===== config.mk =====
export PLATFORM = sky130hd
export DESIGN_NAME = debounce_bank
export DESIGN_NICKNAME = d
export VERILOG_FILES = /design/src/rtl/debounce_bank.sv
export SDC_FILE = /design/constraint.sdc
export NUM_CORES = 1
export LEC_CHECK = 0
export CAP_MARGIN = 20
export CORE_MARGIN = 4
export CORE_UTILIZATION = 30
export DETAILED_ROUTE_END_ITERATION = 16
export GPL_ROUTABILITY_DRIVEN = 0
export PLACE_DENSITY_LB_ADDON = 0.3
export SLEW_MARGIN = 10
export SYNTH_ARGS = -nofsm -noshare
export SYNTH_HDL_FRONTEND = slang
export SYNTH_SLANG_ARGS = --single-unit

===== constraint.sdc =====
create_clock -name d_clk -period 1.9 [get_ports d_clk]
set_input_delay 0.38 -clock d_clk [delete_from_list [all_inputs] [get_ports d_clk]]
set_output_delay 0.38 -clock d_clk [all_outputs]
set_load 0.01 [all_outputs]

===== src/rtl/debounce_bank.sv =====
// rtl/debounce_bank.sv - N-channel synchroniser, debounce filter, edge pulses and toggle latch
// Optional auto-repeat of press_pulse: define DEBOUNCE_BANK_REPEAT_EN.
module debounce_bank #(
  parameter int              N_CH          = 4,
  parameter int              CNT_W         = 4,
  parameter int              STABLE_CNT    = 8,
  parameter logic [N_CH-1:0] TOGGLE_MASK   = 4'b0010,
  parameter int              RPT_W         = 8,
  parameter int              REPEAT_DELAY  = 20,
  parameter int              REPEAT_PERIOD = 5
) (
  input  logic            d_clk,
  input  logic            rst,
  input  logic [N_CH-1:0] btn_in,
  output logic [N_CH-1:0] level_out,
  output logic [N_CH-1:0] press_pulse,
  output logic [N_CH-1:0] release_pulse,
  output logic [N_CH-1:0] toggle_out
);

  localparam logic [CNT_W-1:0] CNT_LAST = CNT_W'(STABLE_CNT - 1);

  if (STABLE_CNT < 1 || STABLE_CNT > (1 << CNT_W) - 1 ||
      REPEAT_DELAY < 1 || REPEAT_DELAY > (1 << RPT_W) - 1 ||
      REPEAT_PERIOD < 1 || REPEAT_PERIOD > (1 << RPT_W) - 1) begin : g_bad_param
    $error("debounce_bank: parameter out of legal range");
  end

  logic [N_CH-1:0]  s1, s2;
  logic [CNT_W-1:0] cnt [N_CH];
  logic [N_CH-1:0]  accept, rise, fall, rpt_fire;

  always_ff @(posedge d_clk or negedge rst) begin
    if (!rst) begin
      s1 <= '0;
      s2 <= '0;
    end else begin
      s1 <= btn_in;
      s2 <= s1;
    end
  end

  // A channel accepts its new level on the sample that completes the stable run.
  always_comb begin
    accept = '0;
    for (int i = 0; i < N_CH; i++) begin
      accept[i] = (s2[i] != level_out[i]) && (cnt[i] == CNT_LAST);
    end
  end

  assign rise = accept & s2;
  assign fall = accept & ~s2;

  always_ff @(posedge d_clk or negedge rst) begin
    if (!rst) begin
      level_out <= '0;
      for (int i = 0; i < N_CH; i++) begin
        cnt[i] <= '0;
      end
    end else begin
      for (int i = 0; i < N_CH; i++) begin
        if (s2[i] == level_out[i]) begin
          cnt[i] <= '0;
        end else if (cnt[i] == CNT_LAST) begin
          level_out[i] <= s2[i];
          cnt[i]       <= '0;
        end else begin
          cnt[i] <= cnt[i] + 1'b1;
        end
      end
    end
  end

  always_ff @(posedge d_clk or negedge rst) begin
    if (!rst) begin
      press_pulse   <= '0;
      release_pulse <= '0;
      toggle_out    <= '0;
    end else begin
      press_pulse   <= rise | rpt_fire;
      release_pulse <= fall;
      toggle_out    <= toggle_out ^ (rise & TOGGLE_MASK);
    end
  end

`ifdef DEBOUNCE_BANK_REPEAT_EN
  localparam logic [RPT_W-1:0] RPT_ONE    = RPT_W'(1);
  localparam logic [RPT_W-1:0] RPT_DELAY  = RPT_W'(REPEAT_DELAY);
  localparam logic [RPT_W-1:0] RPT_PERIOD = RPT_W'(REPEAT_PERIOD);

  logic [RPT_W-1:0] rpt_cnt [N_CH];
  logic [N_CH-1:0]  rpt_first;

  // A releasing channel never fires, so repeats cannot collide with release_pulse.
  always_comb begin
    rpt_fire = '0;
    for (int i = 0; i < N_CH; i++) begin
      rpt_fire[i] = level_out[i] && !fall[i] &&
                    ((rpt_cnt[i] + RPT_ONE) == (rpt_first[i] ? RPT_DELAY : RPT_PERIOD));
    end
  end

  always_ff @(posedge d_clk or negedge rst) begin
    if (!rst) begin
      rpt_first <= '0;
      for (int i = 0; i < N_CH; i++) begin
        rpt_cnt[i] <= '0;
      end
    end else begin
      for (int i = 0; i < N_CH; i++) begin
        if (rise[i]) begin
          rpt_cnt[i]   <= '0;
          rpt_first[i] <= 1'b1;
        end else if (level_out[i] && !fall[i]) begin
          if (rpt_fire[i]) begin
            rpt_cnt[i]   <= '0;
            rpt_first[i] <= 1'b0;
          end else begin
            rpt_cnt[i] <= rpt_cnt[i] + RPT_ONE;
          end
        end else begin
          rpt_cnt[i]   <= '0;
          rpt_first[i] <= 1'b0;
        end
      end
    end
  end
`else
  assign rpt_fire = '0;
`endif

endmodule


==> impl_metrics.json <==
{
  "status": "finished clean",
  "clock_latency_ns": 0.28,
  "timing.hold.ws_ns": 0.172,
  "p_per_area_nw_per_um2": 1270,
  "ioPinCount": 22,
  "dp_hpwl_um": 1520,
  "drt_iter0_drc": 18,
  "finalHoldViolCount": 0,
  "rows": 24,
  "cp_slowest_stage_delay_ns": 0.57,
  "ys_seq_area_frac": 0.660,
  "cts-root-buf": "clkbuf_8",
  "worstPathArrival_ns": 1.31,
  "crit_family": "buffers and inverters",
  "syn2layout_area_growth_pct": 24.0,
  "path_class": "flop to primary output",
  "r2r_start": "cnt[12]",
  "crit_path_top_delay_cell": "clkdlybuf4s50_1",
  "start_kind": "flop",
  "synth_cells": 100,
  "place_area_um2": 1630,
  "io_buffers": 18,
  "avgRoutedWirePerCell_um": 11.4,
  "dp_cells": 169,
  "wirelength_um": 2030,
  "avgSynthCellArea_um2": 14.0,
  "hold_path_class": "input port to async pin",
  "fin_skew_ns": 0.00793,
  "clock-sinks": 37,
  "hold_buffers": 0,
  "finalSetupViolCount": 0,
  "worstPathRequired_ns": 1.52,
  "cp_num_buf_inv": 1,
  "stdcell_count": 177,
  "vias": 780,
  "p_total_mw": 2.22,
  "cts_setup_buffers": 0,
  "cts_buffer_depth": 2,
  "yosysUniqueCellTypes": 17,
  "drc": 0,
  "cts_resized": 0,
  "fin_util": 0.391,
  "cts_tree": "done",
  "grt_pass1_vias": 820,
  "post-route-period-util": 0.889,
  "vdd_drop_max_mv": 0.356,
  "drt_first_pass_iters": 4,
  "fin_setup_tns_ns": 0,
  "layout_min_cycle_time_ns": 1.69,
  "syn_area_um2": 1400,
  "path_clk_slew_ns": 0.07,
  "worst_pin_slew_ns": 0.787,
  "drive_gt1_frac": 0.112,
  "dieWidth_um": 76.4,
  "setup.worst_path.start": "level_out[1]",
  "final_max_slew_viol_count": 0,
  "grt_setup_unrepaired": "no",
  "fmax_mhz": 592,
  "power_leakage_nw": 0.837,
  "diodes": 0,
  "ant_nets": 0,
  "die_area_um2": 5830,
  "grt_max_degree": 38,
  "fin_nets": 134,
  "viasPerCell": 4.41,
  "ys_ff_latch": 37,
  "overflow": 0,
  "grt_usage": 0.0774,
  "core_um2": 4440,
  "h-tree-depth": 2,
  "path_cells": "clkdlybuf4s50_1",
  "slew-limit-headroom": 0.475,
  "max-cap-violations": 0,
  "initial_core_util": 0.316,
  "worst_slack_ns": 0.211,
  "fin_area_um2": 1740,
  "chipHeight_um": 76.4,
  "antenna_found_initial": 0,
  "crit_path_end_kind": "primary output",
  "dp_slack_ns": 0.515,
  "cts_buffers": 5,
  "path_max_fanout": 5,
  "yosys_warnings": 0,
  "grt_pass1_wl_um": 3480
}
==> metal layers <==
metal | vias up | global-route usage | routed length, um
li1 | 371 | - | -
met1 | 389 | 0.0668 | 765
met2 | 15 | 0.144 | 1110
met3 | 5 | 0.0296 | 79
met4 | 0 | 0.0543 | 67
met5 | - | 0 | 0
==> flip-flops by register name, indices dropped and copies added, names as in the netlist <==
name	count
s1	4
s2	4
press_pulse	4
cnt	16
release_pulse	4
toggle_out	1
level_out	4
==> placed cells by master (no fill, tap or decap), drive strengths merged <==
cell type / instances
nand3: 4
mux2: 4
clkdlybuf4s50: 17
xnor2: 8
buf: 1
nor3b: 10
nor2b: 4
clkinv: 1
clkbuf: 6
ha: 4
bufinv: 1
nor2: 12
nand3b: 4
inv: 2
dfrtp: 37
nor3: 2
mux2i: 4
xor2: 1
conb: 3
==> Yosys cell counts <==
library cell  count  area share
buf_4             3       0.016
conb_1            1      0.0027
dfrtp_1          37        0.66
ha_1              4       0.036
inv_1             2      0.0054
mux2_2            4       0.032
mux2i_1           4       0.029
nand3_1           4       0.014
nand3b_1          3       0.016
nand3b_4          1       0.014
nor2_1           12       0.032
nor2b_1           4       0.018
nor3_1            2      0.0071
nor3b_1           9       0.048
nor3b_4           1       0.013
xnor2_1           8       0.050
xor2_1            1      0.0062
==> where the power goes <==
| part | internal (mW) | switching, mW | leakage, nW |
|---|---|---|---|
| Combinational | 0.268 | 0.203 | 0.295 |
| Sequential | 0.942 | 0.141 | 0.487 |
| Clock | 0.394 | 0.268 | 0.0554 |
| Total | 1.60 | 0.612 | 0.837 |
==> cell families (layout without fill, tap and decap cells) <==
family / Yosys count / after routing / share of synthesized area
simple gates: 36 / 36 / 0.163
buf+inv: 5 / 28 / 0.0214
mux: 8 / 8 / 0.0607
fa+ha+maj: 4 / 4 / 0.0357
other cells: 1 / 3 / 0.00267
xor+xnor: 9 / 9 / 0.0562
flops: 37 / 37 / 0.660
==> path summary, 6_finish.rpt <==
check                      slack, ns  cells after the start        endpoint
setup / recovery                0.21                      1    level_out[1]
hold / removal                  0.17                      1  press_pulse[0]
setup reg to reg                0.61                      3    level_out[0]
hold reg to reg                 0.35                      0           s2[1]
max in group asynchronous       1.23                      1          cnt[6]
min in group d_clk              0.35                      0           s2[1]
==> final cells by class <==
cell class	instances	area [um2]
clock buffer	6	72.6
clock inverter	2	38.8
fill	415	2710
inverter	2	7.51
multi-input combinational	60	454
sequential	37	926
tap	52	65.1
timing repair buffer	18	175
No activity file was read; power rests on OpenSTA's default activity.
